$ cat config.mk
export PLATFORM = sky130hd
export DESIGN_NAME = divx_multi
export DESIGN_NICKNAME = d
export VERILOG_FILES = /design/src/rtl/divx_pkg.sv /design/src/rtl/divx_chan.sv /design/src/rtl/divx_multi.sv
export SDC_FILE = /design/constraint.sdc
export NUM_CORES = 1
export LEC_CHECK = 0
export CAP_MARGIN = 10
export CORE_ASPECT_RATIO = 0.7
export CORE_UTILIZATION = 45
export CTS_BUF_LIST = sky130_fd_sc_hd__clkbuf_16
export CTS_CLUSTER_SIZE = 16
export DETAILED_ROUTE_END_ITERATION = 8
export HOLD_SLACK_MARGIN = 0.05
export PLACE_DENSITY = 0.7
export SYNTH_ARGS = -nofsm -noshare
export SYNTH_HDL_FRONTEND = slang
export SYNTH_SLANG_ARGS = --single-unit
export TNS_END_PERCENT = 30
$ cat constraint.sdc
create_clock -name CLK -period 7.4 [get_ports CLK]
set_input_delay 1.11 -clock CLK [delete_from_list [all_inputs] [get_ports CLK]]
set_output_delay 1.11 -clock CLK [all_outputs]
set_load 0.05 [all_outputs]
$ cat src/rtl/divx_pkg.sv
// Shared constants and helpers for the divx_multi clock/tick divider.
package divx_pkg;

  localparam int DEF_DIV  = 25000;
  localparam int DEF_HIGH = 12500;

  function automatic int ch_w(input int ch);
    return (ch > 1) ? $clog2(ch) : 1;
  endfunction

  function automatic logic [31:0] clamp_div(
    input logic [31:0] d
  );
    return (d < 32'd2) ? 32'd2 : d;
  endfunction

  // d is expected to be already clamped (>= 2)
  function automatic logic [31:0] clamp_high(
    input logic [31:0] h,
    input logic [31:0] d
  );
    return (h > d - 32'd1) ? d - 32'd1 : h;
  endfunction

endpackage

$ cat src/rtl/divx_chan.sv
// One divider channel: counter, active/shadow config, CLKout and tick.
// DIVX_SYNC_EN adds a sync input that restarts the period.
module divx_chan
  import divx_pkg::*;
#(
  parameter int W        = 16,
  parameter int DEF_DIV  = divx_pkg::DEF_DIV,
  parameter int DEF_HIGH = divx_pkg::DEF_HIGH
) (
  input  logic         clk,
  input  logic         rst,
  input  logic         en,
`ifdef DIVX_SYNC_EN
  input  logic         sync,
`endif
  input  logic         acc,
  input  logic [W-1:0] div,
  input  logic [W-1:0] high,
  output logic         pending,
  output logic         clk_out,
  output logic         tick
);

  logic [W-1:0] cnt;
  logic [W-1:0] div_a;
  logic [W-1:0] high_a;
  logic [W-1:0] sh_div;
  logic [W-1:0] sh_high;
  logic [W-1:0] new_div;
  logic [W-1:0] new_high;
  logic [W-1:0] cnt_next;
  logic [W-1:0] high_n;
  logic         wrap;
  logic         restart;
  logic         bound;
  logic         load;

  always_comb begin
    new_div  = W'(clamp_div(32'(div)));
    new_high = W'(clamp_high(32'(high),
                             32'(new_div)));
`ifdef DIVX_SYNC_EN
    restart  = sync;
`else
    restart  = 1'b0;
`endif
    wrap     = (cnt == div_a - 1'b1);
    bound    = restart | wrap;
    // disabled channels take shadow config at once
    load     = pending & (~en | bound);
    cnt_next = bound ? '0 : cnt + 1'b1;
    high_n   = load ? sh_high : high_a;
  end

  always_ff @(posedge clk) begin
    if (rst) begin
      cnt     <= '0;
      div_a   <= W'(DEF_DIV);
      high_a  <= W'(DEF_HIGH);
      sh_div  <= '0;
      sh_high <= '0;
      pending <= 1'b0;
      clk_out <= 1'b0;
      tick    <= 1'b0;
    end else begin
      if (load) begin
        div_a   <= sh_div;
        high_a  <= sh_high;
        pending <= 1'b0;
      end else if (acc) begin
        sh_div  <= new_div;
        sh_high <= new_high;
        pending <= 1'b1;
      end
      if (!en) begin
        cnt     <= '0;
        clk_out <= 1'b0;
        tick    <= 1'b0;
      end else begin
        cnt     <= cnt_next;
        clk_out <= (cnt_next < high_n);
        tick    <= bound;
      end
    end
  end

endmodule

$ cat src/rtl/divx_multi.sv
// N-channel programmable clock/tick divider with valid/ready config port.
// DIVX_SYNC_EN adds a global sync input.
module divx_multi
  import divx_pkg::*;
#(
  parameter int CH       = 4,
  parameter int W        = 16,
  parameter int DEF_DIV  = divx_pkg::DEF_DIV,
  parameter int DEF_HIGH = divx_pkg::DEF_HIGH
) (
  input  logic                  CLK,
  input  logic                  RST,
  input  logic [CH-1:0]         en,
`ifdef DIVX_SYNC_EN
  input  logic                  sync,
`endif
  input  logic                  cfg_valid,
  output logic                  cfg_ready,
  input  logic [ch_w(CH)-1:0]   cfg_ch,
  input  logic [W-1:0]          cfg_div,
  input  logic [W-1:0]          cfg_high,
  output logic [CH-1:0]         pending,
  output logic [CH-1:0]         CLKout,
  output logic [CH-1:0]         tick
);

  logic          hit;
  logic [CH-1:0] acc;

  always_comb begin
    hit       = (32'(cfg_ch) < 32'(CH));
    cfg_ready = hit && !pending[cfg_ch];
  end

  for (genvar i = 0; i < CH; i++) begin : g_ch
    assign acc[i] = cfg_valid & cfg_ready
                  & (32'(cfg_ch) == i);

    divx_chan #(
      .W        (W),
      .DEF_DIV  (DEF_DIV),
      .DEF_HIGH (DEF_HIGH)
    ) u_chan (
      .clk     (CLK),
      .rst     (RST),
      .en      (en[i]),
`ifdef DIVX_SYNC_EN
      .sync    (sync),
`endif
      .acc     (acc[i]),
      .div     (cfg_div),
      .high    (cfg_high),
      .pending (pending[i]),
      .clk_out (CLKout[i]),
      .tick    (tick[i])
    );
  end

endmodule
==> results.md <==
- Number of cells on the worst hold path: 2
- TritonCTS buffer count: 34
- Placer congestion estimate: between 0.9 and 1
- Proportion of netlist area held by the largest area contributor: between 30% and 40%
- Pre-Repair DR Iteration Count: 5
- Number of synthesized register bits: approximately 330
- Post-synthesis async set-or-reset flop share: 0%
- # rows: just under 60
- Critical-path cell with the highest stage delay: or4_1
- Met2 routing resource usage after global routing: around 37%
- CP max stage delay: between 0.6 and 0.7 ns
- Ratio of cells with drive above 1 in the final layout: between 5 and 6%
- Fillers: 3494
- Maximum vdd ir drop: 0.143 mV
- Storage element area: roughly 6600 sq um
- Resized Gates After CTS: 0
- Clock tree from TritonCTS: done
- Aggregate routed wire length: approximately 49000 um
- DPL Wire Length: ~36000 um
- Initial antenna violation count: 2
- Critical-path maximum fanout: 24
- Critical Path, Cell by Cell: clkdlybuf4s50_1 > or4_1 > nor4_1 > nand2b_1 > o21ai_1 > ha_1 > inv_1 > or4_1 > or3_1 > xor2_1 > ha_1 > nand4_1 > or2_2 > o221ai_1 > nand3_1 > buf_4 > a32oi_1 > nand2_1 > a21oi_1
- Clk Latency, worst-skew pair: 0.54 ns
- Post-layout util: around half
- Total number of vias: 14400
- Die boundary height: about 160 um
- Dominant cells by area after synthesis: dfxtp_1 (39%), mux2i_1 (6.3%), ha_1 (6.2%), nor2_1 (5.6%), nand2_1 (4.7%)
- Highest clock rate: approximately 0.15 GHz
- Final Total Pwr: between 4000 and 5000 uW
- End point of the most critical hold path: g_ch[3].u_chan.sh_high[12]$_SDFFE_PP0P_
- Worst Path Arrival: a little over 7 ns
- Final worst path period share: roughly 91%
- Area of the mapped netlist: ~17000 sq um
- Number of flops mapped to enable cells by yosys: 0
- Required time at the endpoint of the critical path: between 7 and 8 ns
- Worst-case register-to-register setup slack: ~1.6 ns
- Post-route setup slack: 0.653 ns
- Multi-input logic area: roughly 9700 sq um
- Leakage power of the design: 0.00723 uW
- Number of violations reported at the end of detailed-routing iteration 0: roughly 1300
- Transition time at the pin with the least slew margin: between 1 and 1.5 ns
- GR Util All Layers: around 25%
- Final nets: around 2100
- Clock-pin slew of the registers on the worst-case setup and hold paths: 0.06 ns
- Vias in the first global route: ~14000
- Startpoint of the worst-slack reg-to-reg timing path: g_ch[3].u_chan.div_a[0]$_SDFFE_PP0N_
- Setup violators final: 0
- I/O Buffers: 53
- Power Dens Cells: approximately 220 nW/um^2
- Pin count of the biggest net entering global routing: 201
- Maximum clock insertion buffer count: 3
- Critical path class: in -> reg
- Crit path time final: roughly 6.7 ns
- Post-Syn Nets: approximately 2100
- Number of DRC violations after detailed routing: 0
- Run status: finished, final reports clean
- Slew Viols, Final: 0
- Worst slack at placement: 0.342 ns
- I/O pin total: 54
- Cell at the root of the clock tree: clkbuf_16
- Number of distinct standard cells referenced by the synthesized netlist: 75
- Hold_sp: g_ch[3].u_chan.sh_high[12]$_SDFFE_PP0P_
- Antenna viol nets, final: 0
- Average cell area after synthesis: roughly 8.5 sq um
- Unrepaired setup endpoints after global routing: false
- Primary flip-flop cell chosen by synthesis mapping: dfxtp_1
- Gr ovfl total: 0
- Sequential share of the synthesized area: between 30% and 40%
- Area Overhead vs Synth: 12.0%
- Vias per inst: 5.75
- Setup TNS after final layout: 0 ns
- First-pass GRT wire length: 76600 um
- Count of H-tree levels built during CTS: 2
- Clock skew: around 0.015 ns
- Routed wire per std cell: 19.5 um
- Met3 demand-to-capacity share in global routing: under 10%
- RR Endpoint: g_ch[3].u_chan.clk_out$_SDFF_PP0_
- Initial core utilization: between 40 and 50%
- Relative slew slack: around 14%
- Post-synthesis instance total: between 2000 and 2500
- Maxcap violations: 0
- Grt peak-use layer: met2
- Number of clock sinks: between 300 and 400
- Fin Hold WS: approximately 0.45 ns
- Worst min path class: reg -> reg
- Yosys Warn Count: 0
- Number of cells on the worst reg-to-reg path: 18
- Cell accounting for the most synthesized area: dfxtp_1
- Critical path startpoint category: input pin
- Kind of capture point of the worst setup path: flip-flop
- Setup repair bufs after CTS: 0
- Fraction of met1 tracks used by global routing: a little over a third
- Final Hold Viols: 0
- CTS Hold Bufs: 0
- Die outline width: 235 um
- Total core area: approximately 37000 sq um
- Die area: 38700 sq um
==> routing by layer <==
layer	share of wire [%]	up-vias
met1	48	6842
met4	2.9	0
li1	-	6963
met2	41	530
met3	8.8	95
met5	0	-
==> worst max-delay path by stage <==
stage | start | endpoint | slack (ns) | cells past startpoint
final | cfg_div[3] | g_ch[2].u_chan.sh_high[12]$_SDFFE_PP0P_ | 0.65 | 19
after global routing | cfg_div[3] | g_ch[0].u_chan.sh_high[12]$_SDFFE_PP0P_ | 0.20 | 19
after CTS | cfg_div[3] | g_ch[2].u_chan.sh_high[12]$_SDFFE_PP0P_ | 0.85 | 19
after detailed placement | cfg_div[3] | g_ch[2].u_chan.sh_high[12]$_SDFFE_PP0P_ | 0.34 | 19
after global placement | cfg_div[3] | g_ch[0].u_chan.sh_high[12]$_SDFFE_PP0P_ | 0.49 | 19
after floorplan | cfg_div[3] | g_ch[0].u_chan.sh_high[10]$_SDFFE_PP0P_ | 1.26 | 19
==> cell usage in the layout, fill, tap and decap left out, types with 37 or more instances in the layout <==
master and instances:
dfxtp_1 332, nor2_1 254, nand2_1 214, a21oi_1 136, mux2i_1 107, ha_1 85
xnor2_1 82, nand2b_1 66, xor2_1 60, nor3_1 56, clkdlybuf4s50_1 52, o21ai_0 46
nand3_1 44, inv_1 37, clkbuf_16 37
==> where the power goes <==
group / switching [uW] / total [uW] / internal, uW
clock: 752 / 1930 / 1180
sequential: 41.5 / 1870 / 1830
combinational: 212 / 335 / 123
==> kinds of logic after synthesis <==
kind of cell	after synthesis	share of synthesized area, %
AND/OR/NAND/NOR	831	23.6
multiplexers	107	6.28
buffers and inverters	168	4.54
AO/OA/AOI/OAI	343	13.0
flip-flops	332	39.0
XOR/XNOR	142	7.30
adder cells (fa/ha/maj)	85	6.24
==> final cells by class <==
| type | count | area share (%) |
|---|---|---|
| multi-input combinational | 1508 | 50.7 |
| sequential | 332 | 34.8 |
| clock buffer | 37 | 4.85 |
| timing repair buffer | 85 | 4.12 |
| tap | 488 | 3.20 |
| clock inverter | 24 | 1.67 |
| inverter | 34 | 0.669 |
| antenna | 1 | 0.0131 |
==> synth_stat cells (17+ instances only) <==
| cell type | n |
|---|---|
| a21oi_1 | 136 |
| mux2i_1 | 107 |
| ha_1 | 85 |
| nand2_1 | 214 |
| nand3_1 | 44 |
| nor3_1 | 57 |
| nand4_1 | 29 |
| a211o_1 | 26 |
| o21ai_0 | 46 |
| nor2_1 | 254 |
| nand2b_1 | 66 |
| nand3b_1 | 27 |
| inv_1 | 34 |
| nor2b_1 | 19 |
| and3_1 | 33 |
| nor4_1 | 23 |
| buf_4 | 17 |
| clkbuf_1 | 94 |
| xnor2_1 | 82 |
| dfxtp_1 | 332 |
| a21o_1 | 27 |
| xor2_1 | 60 |
| a211oi_1 | 19 |
==> metrics by stage <==
step                      instances  area, sq um
after CTS                      2508        19100
after global routing           2508        19100
after global placement         2447        17800
after detailed placement       2447        17800
final                          2509        19100
after floorplan                2008        17000
==> sequential cells by signal (all words and copies together) (netlist names) <==
register	count
g_ch.u_chan.pending	4
g_ch.u_chan.cnt	64
g_ch.u_chan.clk_out	4
g_ch.u_chan.tick	4
g_ch.u_chan.sh_div	64
g_ch.u_chan.div_a	64
g_ch.u_chan.high_a	64
g_ch.u_chan.sh_high	64
==> worst max-delay path: cells and delay by family <==
kind / cells / cell delay, ns
and+or+nand+nor: 9 / 2.91
adders and majority gates: 2 / 0.61
xor gates and xnor gates: 1 / 0.17
buffers and inverters: 3 / 0.85
AOI/OAI and AO/OA: 4 / 1.52
No activity file was read; power rests on OpenSTA's default activity.
